## config.mk

```make
export PLATFORM = sky130hd
export DESIGN_NAME = gauss_window_filter_flat
export DESIGN_NICKNAME = d
export VERILOG_FILES = /design/src/rtl/gauss_window_filter_pkg.sv /design/src/rtl/gauss_window_filter_if.sv /design/src/rtl/gauss_window_filter_col_sum.sv /design/src/rtl/gauss_window_filter.sv /design/src/flat_wrapper.sv
export SDC_FILE = /design/constraint.sdc
export NUM_CORES = 1
export LEC_CHECK = 0
export BUFFER_PORTS_ARGS = -buffer_cell sky130_fd_sc_hd__buf_2
export CORE_ASPECT_RATIO = 1.25
export CORE_MARGIN = 1
export CORE_UTILIZATION = 35
export CTS_CLUSTER_DIAMETER = 100
export DETAILED_ROUTE_END_ITERATION = 8
export PLACE_DENSITY = 0.57
export SLEW_MARGIN = 0
export SYNTH_ARGS = -nofsm -noshare
export SYNTH_HDL_FRONTEND = slang
export SYNTH_HIERARCHICAL = 1
export SYNTH_SLANG_ARGS = --single-unit
```

## constraint.sdc

```tcl
create_clock -name clk -period 8.94 [get_ports clk]
set_input_delay 0.894 -clock clk [delete_from_list [all_inputs] [get_ports clk]]
set_output_delay 0.894 -clock clk [all_outputs]
set_load 0.02 [all_outputs]
```

## src/rtl/gauss_window_filter_pkg.sv

```systemverilog
// gauss_pkg: binomial kernel weights, normalisation shift, pipeline latency
// and sum-width helper shared by gauss_window_filter and gauss_col_sum.
package gauss_pkg;

    // Cycles from a qualifying input beat to data_out_valid.
    localparam int LATENCY = 3;

    // Binomial weight vectors, 3 bits per tap, tap 0 in the low bits.
    localparam logic [8:0]  GAUSS_W3 = {3'd1, 3'd2, 3'd1};
    localparam logic [14:0] GAUSS_W5 = {3'd1, 3'd4, 3'd6, 3'd4, 3'd1};

    // Total 2-D weight is 2^shift: 16 for K=3, 256 for K=5.
    function automatic int gauss_shift(input int ksize);
        return (ksize == 3) ? 4 : 8;
    endfunction

    // Weight of tap idx of the 1-D kernel.
    function automatic int gauss_weight(input int ksize, input int idx);
        if (ksize == 3) begin
            return int'(GAUSS_W3[idx*3 +: 3]);
        end
        return int'(GAUSS_W5[idx*3 +: 3]);
    endfunction

    // Width of a weighted sum: pixel width plus log2 of the summed weight.
    function automatic int gauss_sum_w(input int data_w, input int frac_bits);
        return data_w + frac_bits;
    endfunction

endpackage

```

## src/rtl/gauss_window_filter_if.sv

```systemverilog
// gauss_window_filter_if: column input beat and filtered pixel output.
// master = column source, slave = filter.
interface gauss_window_filter_if #(
    parameter int DATA_W = 8,
    parameter int KSIZE  = 5
);
    logic                      en;
    logic                      sol;
    logic [KSIZE*DATA_W-1:0]   data_in;
    logic [DATA_W-1:0]         data_out;
    logic                      data_out_valid;

    modport master (
        output en, sol, data_in,
        input  data_out, data_out_valid
    );

    modport slave (
        input  en, sol, data_in,
        output data_out, data_out_valid
    );
endinterface

```

## src/rtl/gauss_window_filter_col_sum.sv

```systemverilog
// gauss_col_sum: registered vertical weighted sum of one KSIZE-pixel column.
// Row 0 (top, oldest) sits in the low slice of col_i.
module gauss_col_sum
    import gauss_pkg::*;
#(
    parameter int DATA_W = 8,
    parameter int KSIZE  = 5
) (
    input  logic                                                   clk,
    input  logic                                                   rst_n,
    input  logic                                                   en_i,
    input  logic [KSIZE*DATA_W-1:0]                                col_i,
    output logic [gauss_sum_w(DATA_W, gauss_shift(KSIZE)/2)-1:0]   v_o,
    output logic                                                   vld_o
);
    localparam int VW = gauss_sum_w(DATA_W, gauss_shift(KSIZE) / 2);

    logic [VW-1:0] v_d;
    logic [VW-1:0] v_p0_q;
    logic          vld_p0_q;

    // Weighted sum of the rows of the incoming column.
    always_comb begin
        v_d = '0;
        for (int i = 0; i < KSIZE; i++) begin
            v_d = v_d + VW'(gauss_weight(KSIZE, i)) * VW'(col_i[i*DATA_W +: DATA_W]);
        end
    end

    // Stage p0: capture V and its valid on each input beat.
    always_ff @(posedge clk or negedge rst_n) begin
        if (!rst_n) begin
            v_p0_q   <= '0;
            vld_p0_q <= 1'b0;
        end else begin
            vld_p0_q <= en_i;
            if (en_i) begin
                v_p0_q <= v_d;
            end
        end
    end

    assign v_o   = v_p0_q;
    assign vld_o = vld_p0_q;

endmodule

```

## src/rtl/gauss_window_filter.sv

```systemverilog
// gauss_window_filter: separable binomial Gaussian (3x3 or 5x5) over a
// stream of vertical columns, with line-start warm-up and a fixed
// three-cycle latency from qualifying beat to data_out_valid.
// Build option: define GAUSS_ROUND_EN for round-half-up normalisation;
// otherwise the result is truncated.
module gauss_window_filter
    import gauss_pkg::*;
#(
    parameter int DATA_W = 8,
    parameter int KSIZE  = 5
) (
    input  logic                 clk,
    input  logic                 rst_n,
    gauss_window_filter_if.slave bus
);
    localparam int SHIFT = gauss_shift(KSIZE);
    localparam int VW    = gauss_sum_w(DATA_W, SHIFT / 2);
    localparam int HW    = gauss_sum_w(DATA_W, SHIFT);
    localparam int CW    = $clog2(KSIZE + 1);
`ifdef GAUSS_ROUND_EN
    localparam logic [HW-1:0] ROUND = HW'(1) << (SHIFT - 1);
`else
    localparam logic [HW-1:0] ROUND = '0;
`endif

    if (KSIZE != 3 && KSIZE != 5) begin : g_bad_ksize
        $error("gauss_window_filter: KSIZE must be 3 or 5");
    end
    if (DATA_W < 1 || DATA_W > 12) begin : g_bad_data_w
        $error("gauss_window_filter: DATA_W must be 1..12");
    end

    // Weights sum to 2^SHIFT, so the shifted result always fits DATA_W bits.
    function automatic logic [DATA_W-1:0] normalise(input logic [HW-1:0] h);
        return DATA_W'((h + ROUND) >> SHIFT);
    endfunction

    logic [CW-1:0]     cnt_q, cnt_d;
    logic              qual_d;
    logic              qual_p0_q;
    logic [VW-1:0]     v_p0;
    logic              vld_p0;
    logic [VW-1:0]     win_p1_q [KSIZE];
    logic              qual_p1_q;
    logic [HW-1:0]     h_p1;
    logic [DATA_W-1:0] data_out_p2_q;
    logic              vld_p2_q;

    gauss_col_sum #(
        .DATA_W (DATA_W),
        .KSIZE  (KSIZE)
    ) u_col_sum (
        .clk   (clk),
        .rst_n (rst_n),
        .en_i  (bus.en),
        .col_i (bus.data_in),
        .v_o   (v_p0),
        .vld_o (vld_p0)
    );

    // Column counter: restart on sol, saturate at KSIZE; a beat qualifies
    // once KSIZE columns of the current line are available.
    always_comb begin
        cnt_d  = cnt_q;
        qual_d = 1'b0;
        if (bus.en) begin
            if (bus.sol) begin
                cnt_d = CW'(1);
            end else if (cnt_q != CW'(KSIZE)) begin
                cnt_d = cnt_q + CW'(1);
            end
            qual_d = (cnt_d == CW'(KSIZE));
        end
    end

    // Stage p0: counter state and qualify flag, aligned with V.
    always_ff @(posedge clk or negedge rst_n) begin
        if (!rst_n) begin
            cnt_q     <= '0;
            qual_p0_q <= 1'b0;
        end else begin
            cnt_q     <= cnt_d;
            qual_p0_q <= qual_d;
        end
    end

    // Stage p1: V column window, index 0 oldest, advancing only on valid V.
    always_ff @(posedge clk or negedge rst_n) begin
        if (!rst_n) begin
            for (int i = 0; i < KSIZE; i++) begin
                win_p1_q[i] <= '0;
            end
            qual_p1_q <= 1'b0;
        end else begin
            qual_p1_q <= qual_p0_q;
            if (vld_p0) begin
                for (int i = 0; i < KSIZE - 1; i++) begin
                    win_p1_q[i] <= win_p1_q[i+1];
                end
                win_p1_q[KSIZE-1] <= v_p0;
            end
        end
    end

    // Horizontal weighted sum across the window.
    always_comb begin
        h_p1 = '0;
        for (int j = 0; j < KSIZE; j++) begin
            h_p1 = h_p1 + HW'(gauss_weight(KSIZE, j)) * HW'(win_p1_q[j]);
        end
    end

    // Stage p2: normalised output, held between valid cycles.
    always_ff @(posedge clk or negedge rst_n) begin
        if (!rst_n) begin
            data_out_p2_q <= '0;
            vld_p2_q      <= 1'b0;
        end else begin
            vld_p2_q <= qual_p1_q;
            if (qual_p1_q) begin
                data_out_p2_q <= normalise(h_p1);
            end
        end
    end

    assign bus.data_out       = data_out_p2_q;
    assign bus.data_out_valid = vld_p2_q;

endmodule

```

## src/flat_wrapper.sv

```systemverilog
// flat-port wrapper written by rule: the top's interface ports become plain ports
module gauss_window_filter_flat import gauss_pkg::*;
#(
    parameter int DATA_W = 8,
    parameter int KSIZE  = 5
)
  (clk, rst_n, bus_en, bus_sol, bus_data_in, bus_data_out, bus_data_out_valid);
  gauss_window_filter_if #(.DATA_W(DATA_W), .KSIZE(KSIZE)) bus_i ();
  input  logic clk;
  input  logic rst_n;
  input wire logic [$bits(bus_i.en)-1:0] bus_en;
  input wire logic [$bits(bus_i.sol)-1:0] bus_sol;
  input wire logic [$bits(bus_i.data_in)-1:0] bus_data_in;
  output wire logic [$bits(bus_i.data_out)-1:0] bus_data_out;
  output wire logic [$bits(bus_i.data_out_valid)-1:0] bus_data_out_valid;
  assign bus_i.en = bus_en;
  assign bus_i.sol = bus_sol;
  assign bus_i.data_in = bus_data_in;
  assign bus_data_out = bus_i.data_out;
  assign bus_data_out_valid = bus_i.data_out_valid;
  gauss_window_filter #(.DATA_W(DATA_W), .KSIZE(KSIZE)) u_core (.clk(clk), .rst_n(rst_n), .bus(bus_i));
endmodule
```

==> metrics.md, run 1 <==
| Metric | Value |
|---|---|
| Status | `finished, final reports clean` |
| RSZ-0062 raised after global routing | `false` |
| Initial detailed-routing violation count | `194` |
| CTS tree | `yes` |
| Final hold vios | `0` |
| Port Buffers | `52` |
| DRC violations left | `0` |
| Top Ports | `53` |
| Non-Filler Instances | `933` |
| # Post-CTS Setup Buffers | `0` |
| Clock Tree Buf Depth | `2` |
| First-pass GRT wire length | `20900 um` |
| Pins over their slew limit | `0` |
| Tcrit/Tclk final | `0.548` |
| Slowest CP cell | `dfrtp_1` |
| Number of global-route vias before repair | `4577` |
| Setup crit end kind | `register` |
| Crit Path Max Fanout | `8` |
| Remaining Overflow, GRT | `0` |
| Clk root buf | `clkbuf_16` |
| CTS buffer count | `9` |
| DRT Pass-1 Iters | `6` |
| Starting density of the core | `0.360` |
| Max Clock Freq | `204 MHz` |
| Worst setup SP type | `register` |
| Count of flip-flops with a built-in enable after synthesis | `0` |
| # resized after CTS | `0` |
| CP required | `9.14 ns` |
| CTS H-tree lvls | `3` |
| Worst min path class | `reg2reg` |
| All-layer global routing usage | `0.131` |
| Max-cap violations | `0` |
| WHS | `0.415 ns` |
| Largest net degree at the start of global routing | `93` |
| Setup slack, reg-to-reg | `4.04 ns` |
| Nets@finish | `854` |
| Leading cell type in the layout, fill and taps excluded | `inv_1` |
| Worst-Margin Slew | `0.849 ns` |
| Mapped cell area | `0.00657 mm^2` |
| Clock sinks | `87` |
| Worst skew pair latency | `0.34 ns` |
| Final antenna-violating net count | `0` |
| CORE AREA | `0.0182 mm^2` |
| Die area | `0.0193 mm^2` |
| Placed cell area | `0.00707 mm^2` |
| Register area share after synthesis | `0.332` |
| Final HPWL DP | `9220 um` |
| WL final | `11600 um` |
| Top_reg_cell synth | `dfrtp_1` |
| Hold-fix buffers at CTS | `0` |
| Mapped Nets | `803` |
| Synthesized instance count | `649` |
| Min cycle time layout | `4.90 ns` |
| Crit path kind | `reg2reg` |
| Final Cell Area | `0.00736 mm^2` |
| Syn Area/Cell | `10.1 um^2` |
| Worst path cell trace | `ha_1 -> fa_1 -> a21o_1 -> a211oi_1 -> o21ai_1 -> a221o_1 -> xnor2_1 -> fa_1 -> ha_1 -> ha_1 -> ha_1 -> a21oi_1 -> o21ai_0 -> mux2i_1 -> a21oi_1 -> o311ai_0` |
| Normalized max-slew margin | `0.434` |
| P&R area growth vs syn | `12.1%` |
| Vias/cell | `4.76` |
| Commonest cells after routing, fill and taps aside | `121 x inv_1, 86 x dfrtp_1, 58 x fa_1` |
| Antenna violations before repair | `0` |
| Synth unique cells | `64` |
| Layout cell share with drive strength beyond 1 | `0.169` |
| Setup tns final | `0 ns` |
| R2R Path Start | `u_core/win_p1_q[25]$_DFFE_PN0P_` |
| Standard-cell rows | `55` |
| FF+latch count, synth | `87` |
| CP most frequent cell | `ha_1` |
| Chip width | `125 um` |
| Max stage delay on crit path | `0.45 ns` |
| Routability cong. | `0.757` |
| Via count | `4442` |
| Die Y | `155 um` |
| # diodes | `0` |
| Crit path DAT | `5.10 ns` |
| Worst path top cell family by delay | `adder cells` |
| Placed cells | `917` |
| Final setup viols | `0` |
| Startpoint of the worst hold path | `u_core/qual_p0_q$_DFF_PN0_` |
| Worst path bufs/invs | `0` |
| Worst-path clk slew | `0.07 ns` |
| Layout Skew | `0.00758 ns` |
| Crit path from | `u_core/win_p1_q[25]$_DFFE_PN0P_` |
| Async set-reset flop share out of synthesis | `1.00` |
| Drt wl/cell | `12.4 um` |
| Ys Warns | `6` |
[per-stage QoR]
step / util / setup slack [ns]
3_3_place_gp: 0.387 / 3.95
6_report: 0.404 / 4.04
5_1_grt: 0.404 / 3.77
2_1_floorplan: - / 4.29
3_5_place_dp: 0.387 / 3.85
4_1_cts: 0.404 / 4.02
[metal layers]
metal  share of wire  up-vias  track usage
met2            0.48       71        0.227
li1                -     2257            -
met5               0        -            0
met3           0.024        9       0.0186
met1            0.48     2105        0.170
met4           0.011        0       0.0361
[Yosys cell counts, types with 3 or more instances]
cell type  count  area, um^2
dfrtp_1       87        2180
xor2_1         6        52.6
o21ai_1        5        25.0
o21ai_0       48         240
a31oi_1        5        31.3
nor3_1         6        30.0
and3_1         3        18.8
nor4_1         3        18.8
nand2_1       53         199
nand4_1        4        25.0
o31ai_1        3        22.5
xnor2_1       11        96.3
inv_1        121         454
a21oi_1       21         105
nor2_1        29         109
mux2_2        37         417
a211oi_1       4        30.0
nor2b_1        6        37.5
o21a_1         4        30.0
a21o_1         8        60.1
fa_1          58        1160
nand3_1       10        50.1
clkbuf_1       8        30.0
nand2b_1       5        31.3
ha_1          52         651
[logic make-up (layout without fill, tap and decap cells)]
kind of cell,count (synthesis),count (layout),synth area share
buf+inv,136,192,0.0796
mux,39,39,0.0665
xor+xnor,17,17,0.0227
fa+ha+maj,110,110,0.276
compound gates,126,126,0.127
flops,87,87,0.332
simple gates,134,134,0.0962
[flip-flops by register name (all words and copies together) (netlist names)]
signal                     cells
u_core/bus.data_out_valid      1
u_core/qual_p0_q               1
u_core/bus.data_out            8
u_core/qual_p1_q               1
u_core/u_col_sum/vld_o         1
u_core/cnt_q                   3
u_core/win_p1_q               60
u_core/u_col_sum/v_o          12
[path summary, 6_finish.rpt]
path,end,cells after the start
max reg2reg,u_core/bus.data_out[7]$_DFFE_PN0P_,16
min in group asynchronous,u_core/bus.data_out_valid$_DFF_PN0_,1
min reg2reg,u_core/qual_p1_q$_DFF_PN0_,0
max,u_core/bus.data_out[7]$_DFFE_PN0P_,16
min,u_core/qual_p1_q$_DFF_PN0_,0
max in group asynchronous,u_core/u_col_sum/vld_o$_DFF_PN0_,2
[cell type report]
| cell class | instances | area (um^2) |
|---|---|---|
| Clock buffer | 9 | 225 |
| Fill cell | 1786 | 10900 |
| Tap cell | 228 | 285 |
| Sequential cell | 87 | 2180 |
| Multi-Input combinational cell | 426 | 3870 |
| Inverter | 122 | 458 |
| Timing Repair Buffer | 54 | 278 |
| Clock inverter | 7 | 72.6 |
Power of run 1 is left out: the tool's default activity adds up to more than one toggle a clock period on the data nets, which glitch-free logic cannot reach.
==> run 2: changes to the inputs <==
- clock period: 8.94 -> 4.9 ns (I/O delays scaled with it)
==> run 2 against run 1 <==
  * Non-clock buffer count unchanged
  * Global-route usage is 0.33 points higher
  * Utilization grew 0.22 points
  * Worst setup slack worse by 3.7 ns
  * Design area is 0.54% higher
  * Die area is the same
==> metrics.md, run 2 (synthesis results as in run 1) <==
| Metric | Value |
|---|---|
| Die area | `0.0193 mm^2` |
| Nets@finish | `854` |
| Worst skew pair latency | `0.35 ns` |
| Clock Tree Buf Depth | `2` |
| Status | `finished, final reports clean` |
| Crit path kind | `reg2reg` |
| Remaining Overflow, GRT | `0` |
| Clock sinks | `87` |
| RSZ-0062 raised after global routing | `false` |
| Hold-fix buffers at CTS | `0` |
| Standard-cell rows | `55` |
| CTS H-tree lvls | `3` |
| Min cycle time layout | `4.61 ns` |
| Setup crit end kind | `register` |
| Layout Skew | `0.0124 ns` |
| First-pass GRT wire length | `21400 um` |
| Worst-path clk slew | `0.07 ns` |
| Layout cell share with drive strength beyond 1 | `0.173` |
| # diodes | `0` |
| Chip width | `125 um` |
| Starting density of the core | `0.360` |
| CP required | `5.17 ns` |
| Max-cap violations | `0` |
| Worst-Margin Slew | `0.704 ns` |
| Antenna violations before repair | `0` |
| Worst setup SP type | `register` |
| Setup tns final | `0 ns` |
| Die Y | `155 um` |
| Initial detailed-routing violation count | `185` |
| Fillers | `1790` |
| Largest register FFs | `60` |
| Tcrit/Tclk final | `0.940` |
| Vias/cell | `4.80` |
| WL final | `11800 um` |
| # resized after CTS | `0` |
| Top Ports | `53` |
| Normalized max-slew margin | `0.531` |
| Pins over their slew limit | `0` |
| DRT Pass-1 Iters | `4` |
| CTS tree | `yes` |
| Final antenna-violating net count | `0` |
| Clk root buf | `clkbuf_16` |
| Port Buffers | `52` |
| CORE AREA | `0.0182 mm^2` |
| Drt wl/cell | `12.6 um` |
| Crit Path Max Fanout | `8` |
| Final HPWL DP | `9200 um` |
| Setup slack, reg-to-reg | `0.29 ns` |
| Leading cell type in the layout, fill and taps excluded | `inv_1` |
| # Post-CTS Setup Buffers | `0` |
| Final setup viols | `0` |
| Commonest cells after routing, fill and taps aside | `121 x inv_1, 86 x dfrtp_1, 58 x fa_1` |
| Reg2Reg Depth | `15` |
| Routability cong. | `0.787` |
| Final hold vios | `0` |
| Largest Register | `u_core/win_p1_q` |
| Crit path DAT | `4.88 ns` |
| Final cell utilization of the core | `0.406` |
| P&R area growth vs syn | `12.7%` |
| Area occupied by multi-input gates | `0.00388 mm^2` |
| Largest net degree at the start of global routing | `52` |
| CTS buffer count | `9` |
| Number of global-route vias before repair | `4593` |
| All-layer global routing usage | `0.134` |
| Max Clock Freq | `217 MHz` |
| Via count | `4478` |
| R2R Path Start | `u_core/win_p1_q[25]$_DFFE_PN0P_` |
| FF+latch area | `0.00218 mm^2` |
| DRC violations left | `0` |
| Worst reg2reg path endpoint | `u_core/bus.data_out[6]$_DFFE_PN0P_` |
| Worst min path class | `in2async` |
## run 2: layout make-up
type,instances,share of cell area
well taps,228,0.0385
inverters,122,0.0619
multi-input cells,426,0.524
clock inverters,7,0.0137
clock buffers,9,0.0304
flip-flops and latches,87,0.294
repair buffers,54,0.0375
## run 2: worst max path at each step
stage	from	end	slack, ns	cells past startpoint
after floorplan	u_core/win_p1_q[25]$_DFFE_PN0P_	u_core/bus.data_out[7]$_DFFE_PN0P_	0.52	16
after global placement	u_core/win_p1_q[25]$_DFFE_PN0P_	u_core/bus.data_out[7]$_DFFE_PN0P_	0.18	16
after detailed placement	u_core/win_p1_q[25]$_DFFE_PN0P_	u_core/bus.data_out[7]$_DFFE_PN0P_	0.10	16
after CTS	u_core/win_p1_q[25]$_DFFE_PN0P_	u_core/bus.data_out[7]$_DFFE_PN0P_	0.09	16
after global routing	u_core/win_p1_q[24]$_DFFE_PN0P_	u_core/bus.data_out[6]$_DFFE_PN0P_	0.02	15
final	u_core/win_p1_q[25]$_DFFE_PN0P_	u_core/bus.data_out[6]$_DFFE_PN0P_	0.29	15
## run 2: layer usage
| layer | GRT usage | wire (um) | up-vias |
|---|---|---|---|
| met2 | 0.227 | 5680 | 63 |
| li1 | - | - | 2252 |
| met5 | 0 | 0 | - |
| met4 | 0.0396 | 149 | 0 |
| met1 | 0.178 | 5680 | 2154 |
| met3 | 0.0203 | 278 | 9 |
## run 2: stage by stage
stage | worst slack (ns) | instance area, um^2 | hold slack, ns | instances
after global placement | 0.183 | 7070 | 0.428 | 917
after detailed placement | 0.102 | 7070 | 0.426 | 917
after floorplan | 0.523 | 6570 | 0.194 | 649
after global routing | 0.0200 | 7400 | 0.233 | 933
final | 0.295 | 7400 | 0.170 | 933
after CTS | 0.0888 | 7390 | 0.207 | 933
## run 2: worst max-delay path, stage by stage (launching register included)
cell	delay (ns)
dfrtp_1	0.44
ha_1	0.23
fa_1	0.41
a21o_1	0.23
a211oi_2	0.27
o21ai_1	0.15
a221o_1	0.34
xnor2_1	0.19
fa_1	0.44
ha_1	0.31
ha_1	0.30
ha_2	0.40
and3_1	0.17
nand3_1	0.09
or4_1	0.48
nand4_1	0.10
Power of run 2 is left out for the same reason.
